`src/rtl/conv_pe_array.sv`:
```
// conv_pe_array: N processing elements sharing one stream of window pixels.
// Each PE holds its own K-tap signed filter and accumulates one window. At
// the end of the window it captures the sum. The N results are then
// quantised (arithmetic shift, optional ReLU, saturation) and sent out one
// at a time over a valid/ready port.
//
// Optional feature: define CONV_PE_RELU_EN to clamp negative results to 0
// before saturation.
//
// Ports:
//   clk, rst             clock (rising edge), asynchronous active-high reset
//   filt_we/pe/addr/data filter tap write; accepted only while busy=0
//   clr                  synchronous abort of the current window or drain
//   win_valid/ready/data pixel stream input
//   out_valid/ready      result stream handshake
//   out_data/out_pe      quantised result and its PE index
//   busy                 window in progress or results still pending
module conv_pe_array #(
  parameter int unsigned N     = 4,
  parameter int unsigned DW    = 8,
  parameter int unsigned K     = 9,
  parameter int unsigned ACC_W = 20,
  parameter int unsigned SHIFT = 0
) (
  input  logic                                      clk,
  input  logic                                      rst,
  input  logic                                      filt_we,
  input  logic [((N > 1) ? $clog2(N) : 1)-1:0]      filt_pe,
  input  logic [((K > 1) ? $clog2(K) : 1)-1:0]      filt_addr,
  input  logic signed [DW-1:0]                      filt_data,
  input  logic                                      clr,
  input  logic                                      win_valid,
  output logic                                      win_ready,
  input  logic signed [DW-1:0]                      win_data,
  output logic                                      out_valid,
  input  logic                                      out_ready,
  output logic signed [DW-1:0]                      out_data,
  output logic [((N > 1) ? $clog2(N) : 1)-1:0]      out_pe,
  output logic                                      busy
);

  localparam int unsigned PW = (N > 1) ? $clog2(N) : 1;
  localparam int unsigned TW = (K > 1) ? $clog2(K) : 1;
  localparam int unsigned PRW = 2 * DW;

`ifdef CONV_PE_RELU_EN
  localparam bit RELU_EN = 1'b1;
`else
  localparam bit RELU_EN = 1'b0;
`endif

  // Saturation bounds expressed at accumulator width
  localparam logic signed [ACC_W-1:0] SAT_MAX = ACC_W'(2 ** (DW - 1) - 1);
  localparam logic signed [ACC_W-1:0] SAT_MIN = ~SAT_MAX;

  typedef enum logic {
    ST_ACC   = 1'b0,
    ST_DRAIN = 1'b1
  } state_e;

  state_e                  state_q, state_d;
  logic [TW-1:0]           t_q, t_d;
  logic [PW-1:0]           d_q, d_d;
  logic signed [DW-1:0]    filt_q [N][K];
  logic signed [DW-1:0]    filt_d [N][K];
  logic signed [ACC_W-1:0] acc_q  [N];
  logic signed [ACC_W-1:0] acc_d  [N];
  logic signed [ACC_W-1:0] res_q  [N];
  logic signed [ACC_W-1:0] res_d  [N];
  logic signed [PRW-1:0]   prod   [N];
  logic signed [ACC_W-1:0] sum    [N];

  logic busy_c;
  logic accept_c;
  logic last_tap_c;
  logic last_pe_c;
  logic wr_ok_c;

  // Shift, optional ReLU, then clamp to the signed DW-bit range
  function automatic logic signed [DW-1:0] quant(input logic signed [ACC_W-1:0] x);
    logic signed [ACC_W-1:0] y;
    y = x >>> SHIFT;
    if (RELU_EN && (y < 0)) y = '0;
    if (y > SAT_MAX)      quant = SAT_MAX[DW-1:0];
    else if (y < SAT_MIN) quant = SAT_MIN[DW-1:0];
    else                  quant = y[DW-1:0];
  endfunction

  assign busy_c     = (t_q != '0) || (state_q == ST_DRAIN);
  assign accept_c   = win_valid && (state_q == ST_ACC);
  assign last_tap_c = (t_q == TW'(K - 1));
  assign last_pe_c  = (d_q == PW'(N - 1));
  assign wr_ok_c    = filt_we && !busy_c
                      && ({1'b0, filt_pe}   < (PW + 1)'(N))
                      && ({1'b0, filt_addr} < (TW + 1)'(K));

  // Per-PE product of the broadcast pixel and the current tap, plus running sum
  always_comb begin
    for (int i = 0; i < N; i++) begin
      prod[i] = PRW'(win_data) * PRW'(filt_q[i][t_q]);
      sum[i]  = acc_q[i] + ACC_W'(prod[i]);
    end
  end

  // Next-state: filter store, accumulation, drain sequencing, clr override
  always_comb begin
    state_d = state_q;
    t_d     = t_q;
    d_d     = d_q;
    filt_d  = filt_q;
    acc_d   = acc_q;
    res_d   = res_q;

    if (wr_ok_c) filt_d[filt_pe][filt_addr] = filt_data;

    case (state_q)
      ST_ACC: begin
        if (accept_c) begin
          if (last_tap_c) begin
            res_d   = sum;
            for (int i = 0; i < N; i++) acc_d[i] = '0;
            t_d     = '0;
            d_d     = '0;
            state_d = ST_DRAIN;
          end else begin
            acc_d = sum;
            t_d   = t_q + TW'(1);
          end
        end
      end
      ST_DRAIN: begin
        if (out_ready) begin
          if (last_pe_c) begin
            d_d     = '0;
            state_d = ST_ACC;
          end else begin
            d_d = d_q + PW'(1);
          end
        end
      end
      default: state_d = ST_ACC;
    endcase

    // Abort drops any pixel or result handshaking in the same cycle
    if (clr) begin
      t_d     = '0;
      d_d     = '0;
      for (int i = 0; i < N; i++) acc_d[i] = '0;
      state_d = ST_ACC;
    end
  end

  always_ff @(posedge clk or posedge rst) begin
    if (rst) begin
      state_q <= ST_ACC;
      t_q     <= '0;
      d_q     <= '0;
      for (int i = 0; i < N; i++) begin
        acc_q[i] <= '0;
        res_q[i] <= '0;
        for (int j = 0; j < K; j++) filt_q[i][j] <= '0;
      end
    end else begin
      state_q <= state_d;
      t_q     <= t_d;
      d_q     <= d_d;
      acc_q   <= acc_d;
      res_q   <= res_d;
      filt_q  <= filt_d;
    end
  end

  // Outputs decode registered state only; data forced to 0 outside DRAIN
  assign win_ready = (state_q == ST_ACC);
  assign out_valid = (state_q == ST_DRAIN);
  assign out_pe    = d_q;
  assign out_data  = (state_q == ST_DRAIN) ? quant(res_q[d_q]) : '0;
  assign busy      = busy_c;

endmodule

```
`config.mk`:
```
export PLATFORM = sky130hd
export DESIGN_NAME = conv_pe_array
export DESIGN_NICKNAME = d
export VERILOG_FILES = /design/src/rtl/conv_pe_array.sv
export SDC_FILE = /design/constraint.sdc
export NUM_CORES = 2
export LEC_CHECK = 0
export CELL_PAD_IN_SITES_DETAIL_PLACEMENT = 1
export CELL_PAD_IN_SITES_GLOBAL_PLACEMENT = 1
export CORE_MARGIN = 8
export CORE_UTILIZATION = 30
export DETAILED_ROUTE_END_ITERATION = 7
export GPL_TIMING_DRIVEN = 1
export PLACE_DENSITY = 0.54
export SLEW_MARGIN = 10
export SYNTH_ARGS = -nofsm -noshare
export SYNTH_HDL_FRONTEND = slang
export SYNTH_SLANG_ARGS = --single-unit
export TNS_END_PERCENT = 30
```
`constraint.sdc`:
```
create_clock -name clk -period 21.9 [get_ports clk]
set_input_delay 4.38 -clock clk [delete_from_list [all_inputs] [get_ports clk]]
set_output_delay 4.38 -clock clk [all_outputs]
set_load 0.02 [all_outputs]
```
# Word-level counts from Yosys, hierarchy flattened
# Cells that the tools add are included.
[totals]
reg_bits = 455
wordCells = 132
out_inout_bits = 13
inputBits = 28
[classes]
mux = 43
n_eq_ne = 6
n_lt_le_gt_ge = 9
mul = 4
reduce_logical = 12
bitwise = 5
addsub = 6
[ops]
columns = ["op", "count"]
rows = [
  ["2-to-1 mux 80 bit", 4],
  ["bitwise mux 288 bit", 1],
  ["demux 72 bit (select 2 bit)", 1],
  ["binary-select mux 8 bit (select 4 bit)", 4],
  ["2-to-1 mux 8 bit", 12],
  ["adder 20 x 16 -> 20 bit", 4],
  ["2-to-1 mux 72 bit", 1],
  ["multiplier 8 x 8 -> 16 bit", 4],
  ["binary-select mux 20 bit (select 2 bit)", 1],
  ["2-to-1 mux 20 bit", 2],
  ["demux 8 bit (select 4 bit)", 1],
  ["> comparator 20 x 8 -> 1 bit, second input constant", 1],
  ["< comparator 20 x 8 -> 1 bit, second input constant", 1],
  ["2-to-1 mux 4 bit", 4],
  ["greater-or-equal comparator 5 bit, second input constant", 2],
  ["2-to-1 mux 2 bit", 5],
  ["inverter 4 -> 5 bit", 2],
  ["greater-or-equal comparator 3 bit, second input constant", 2],
  ["inequality test 3 x 2 -> 1 bit, second input constant", 2],
  ["inverter 2 -> 3 bit", 2],
  ["AND reduction 3 bit", 2],
  ["logical AND 1 bit", 5],
  ["< comparator 5 x 1 -> 1 bit, second input constant", 1],
  ["2-to-1 mux 1 bit", 5],
  ["16 further kinds", 16],
]

# Longest topological paths before layout
[logic_depth]
word_depth = 10
depth_mapped = 26
mapped_depth_nobuf = 23

# Least setup slack after synthesis
# OpenSTA, ideal clock, no wires.
[synth_timing]
path_kind = "in2reg"
start = "input win_data[7]"
end = "register res_q[77] (netlist name)"
arrival_time_ns = 9.362
cell_stages = 17
required_ns = 21.775
setup_time_ns = 0.125
setup_slack_ns = 12.414
n_path_buf = 1
path_cell_list = "clkbuf_1 -> and2_1 -> inv_1 -> fa_1 -> inv_1 -> fa_1 -> fa_1 -> fa_1 -> fa_1 -> ha_1 -> o21ai_0 -> nor2_1 -> a31o_2 -> o41ai_2 -> o21ai_0 -> xnor2_1 -> mux2_2"
[synth_via]
elab_chain_len = 2
[synth_lines]
columns = ["item", "line", "text"]
rows = [
  ["start: declaration", "34", "input logic signed [DW-1:0] win_data,"],
  ["multiplier 8 x 8 -> 16 bit", "100", "prod[i] = PRW'(win_data) * PRW'(filt_q[i][t_q]);"],
  ["adder 20 x 16 -> 20 bit", "101", "sum[i] = acc_q[i] + ACC_W'(prod[i]);"],
  ["end signal: assignment", "168", "res_q <= res_d;"],
  ["end: declaration", "68", "logic signed [ACC_W-1:0] res_q [N];"],
]
# No other way between the ends.
# A chain may end at the register's enable or synchronous reset.

# Final worst setup path
[layout_timing]
start = "input win_data[7]"
end = "register res_q[59] (netlist name)"
# The elaborated chain is that of the path after synthesis.

==> results.toml <==
[flow_run]
maximum_capacitance_violations = 0

[sta]
maximum_achievable_frequency_mhz = 97.2
rsz_0062_raised_after_global_routing = "false"
finalSetupTns_ns = 0
timing.final.setup_violations = 0
period_minus_slack_ns = 10.29
timing_worst_slew_pin_value_ns = 1.21
final_hold_viol_count = 0
maxSlewViolCount = 0
fin_crit_sh = 0.470
clock-skew-final_ns = 0.0453
slew-limit-headroom = 0.191

[synth]
netlist_top_cells_area = "dfrtp_1 (33%), fa_1 (20%), mux2_2 (9.8%)"
synth_edf_count = 0
ys.warnings.count = 0
synthDistinctLibCells = 68
syn-num-nets = 3577
dominant_cell_type_by_area_after_synthesis = "dfrtp_1"
synth_largest_type_area_fraction = 0.329
post_synth_inst_count = 3010
synth-seq-area-share = 0.329
synthFlopType = "dfrtp_1"
share_of_async_settable_or_async_resettable_flops_after_synthesis = 1.00
syn-mean-instance-area_um2 = 11.5
syn-cell-area_um2 = 34600
synth-seq-cells = 455

[detailed_routing]
avgRoutedWirePerCell_um = 21.2
ant_nets = 0
finalWirelength_um = 97300
routed_via_density = 4.79
post-route-drc-count = 0
via_count = 21968
drt-pass1-iter-count = 5
detailedRoute.firstIterationViolations = 908

[floorplan]
die_h_um = 356
core_um2 = 115000
top_level_ports = 41
die_w_um = 356
placement_rows = 124
die_area_um2 = 127000
floorplan.initialDensity = 0.302

[clock_tree]
ctsRootBufferMaster = "clkbuf_16"
clock_tree.htree_level_count = 2
clock_tree_from_tritoncts = "yes"
cts.repair.resized = 0
clock-sinks = 455
max-clock-path-buffers = 3
cts-hold-fix-buffers = 0
clock_insertion_delay_worst_skew_ns = 0.63
post-cts-setup-buffer-count = 0
cts_buffers = 53
clk_transition_reported_paths_ns = 0.06

[min_path]
min-delay-start = "res_q[6]"
hold_path.class = "flop to flop"

[global_route]
track_usage = 0.156
grt_start_max_net_pins = 112
grt_antenna_before_repair = 1
wire_length_of_the_first_global_routing_pass_um = 154000
total_congestion_overflow_after_global_routing = 0
grt_pass1_vias = 24741

[cells_and_area]
layoutNonFillerInstCount = 4591
area.growth.synth_to_final_pct = 11.7
layout-drive-gt1-share = 0.192
finalNetCount = 3603

[worst_setup_path]
worst-endpoint-required_ns = 22.32
kind_of_end_point_of_the_critical_path = "flop"
reg2reg_setup_slack_ns = 13.88
criticalPathCategory = "primary input to flop"
timing.critical_path.from = "win_data[7]"
rr_startpoint = "t_q[0]"
timing.critical_path.from_type = "primary input"
timing.critical_path.fanout_max = 17
worst_ep_arrival_time_ns = 10.71

[status]
run_status = "complete, no violations"

[pwr]
power.density_cell_area_nw_per_um2 = 85.0
total_leakage_power_nw = 19.1
peakVddDrop_uv = 64.1

[place]
buffer_ports.inserted = 40
detailed_place_hpwl_um = 70300
globalplace.congestion = 0.786
placed_cells_incl_taps = 4493
## layout make-up
class / count / area (um^2)
fillers: 12513 / 75800
clock inverters: 20 / 309
inverters: 405 / 1530
well taps: 1512 / 1890
repair buffers: 96 / 821
diodes: 3 / 7.51
flip-flops and latches: 455 / 11400
clock buffers: 75 / 1530
multi-input cells: 2025 / 21200
## worst paths after layout
kind,cells past startpoint,endpoint
max in group asynchronous,4,filt_q[149]
worst max-delay path,19,res_q[59]
min in group asynchronous,2,filt_q[77]
worst max register to register,21,res_q[59]
worst min-delay path,2,res_q[6]
worst min register to register,2,res_q[6]
## layer usage
| layer | up-vias | part of all wire | global-route usage |
|---|---|---|---|
| li1 | 9966 | - | - |
| met1 | 11685 | 0.49 | 0.224 |
| met2 | 224 | 0.46 | 0.252 |
| met3 | 93 | 0.025 | 0.0168 |
| met4 | 0 | 0.022 | 0.0362 |
| met5 | - | 0 | 0 |
## flip-flops by register name (all words and copies together) (netlist names)
register	count
res_q	80
filt_q	288
acc_q	80
out_pe	2
t_q	4
out_valid	1
## synth_stat cells, types with 18 or more instances
master and number:
dfrtp_1 455, inv_1 405, fa_1 352, nand2_1 305
mux2_2 301, ha_1 187, and2_1 148, o21ai_0 111
clkbuf_1 90, nor2_1 86, mux4_2 84, xnor2_1 67
a21oi_1 47, mux2i_1 40, a22o_1 33, nand3_1 25
buf_2 19, nor2_2 18
## critical path, stage by stage
cell	delay, ns
clkdlybuf4s50_1	0.47
buf_4	0.26
buf_4	0.32
and2_1	0.84
inv_1	0.13
fa_1	0.52
inv_1	0.05
fa_1	0.48
fa_1	0.56
fa_1	0.44
fa_1	0.41
ha_1	0.38
a21oi_1	0.15
nand2_1	0.10
o21ai_0	0.44
a21oi_1	0.14
a211oi_1	0.34
xnor2_1	0.18
o21ai_0	0.10
## placed cells by master (no fill, tap or decap), drive strengths merged, types with 11 or more instances in the layout
cell	Yosys	final
nor2	113	113
nor2b	16	16
clkbuf	90	75
ha	187	187
o21ai	128	128
nand2	306	306
a21oi	51	51
mux2	309	309
nand3	32	32
o21a	14	14
a22o	33	33
mux4	84	84
and2	148	148
mux2i	40	40
clkinv	0	12
inv	405	407
buf	35	56
a211oi	14	14
dfrtp	455	455
clkdlybuf4s50	0	40
xnor2	67	67
fa	352	352
xor2	11	11
nand2b	17	17
## cells by family (layout without fill, tap and decap cells)
logic type                 Yosys count  after routing  share of synthesized area
and+or+nand+nor                    673            673                     0.0978
adders and majority gates          539            539                      0.271
buffers and inverters              530            596                     0.0595
DFF                                455            455                      0.329
muxes                              433            433                      0.168
AOI/OAI and AO/OA                  302            302                     0.0557
xor gates and xnor gates            78             78                     0.0197
other                                0              3                          0
## metrics by stage
| stage | power (mW) | instance area [um^2] | utilization | worst slack, ns | hold WS [ns] |
|---|---|---|---|---|---|
| 3_5_place_dp | 2.38 | 36800 | 0.322 | 11.00 | 0.461 |
| 6_report | 3.29 | 38700 | 0.338 | 11.61 | 0.475 |
| 3_3_place_gp | 2.37 | 36800 | 0.322 | 11.04 | 0.455 |
| 2_1_floorplan | 2.00 | 34600 | - | 4.84 | 0.440 |
| 4_1_cts | 3.35 | 38700 | 0.338 | 11.63 | 0.477 |
| 5_1_grt | 3.56 | 38700 | 0.338 | 11.31 | 0.503 |
## power by group
group          switching (mW)  total (mW)  internal (mW)
registers              0.0709        1.00          0.933
logic                   0.779        1.35          0.568
clock network           0.379       0.938          0.559
total                    1.23        3.29           2.06
Power figures use the tool's default switching activity.
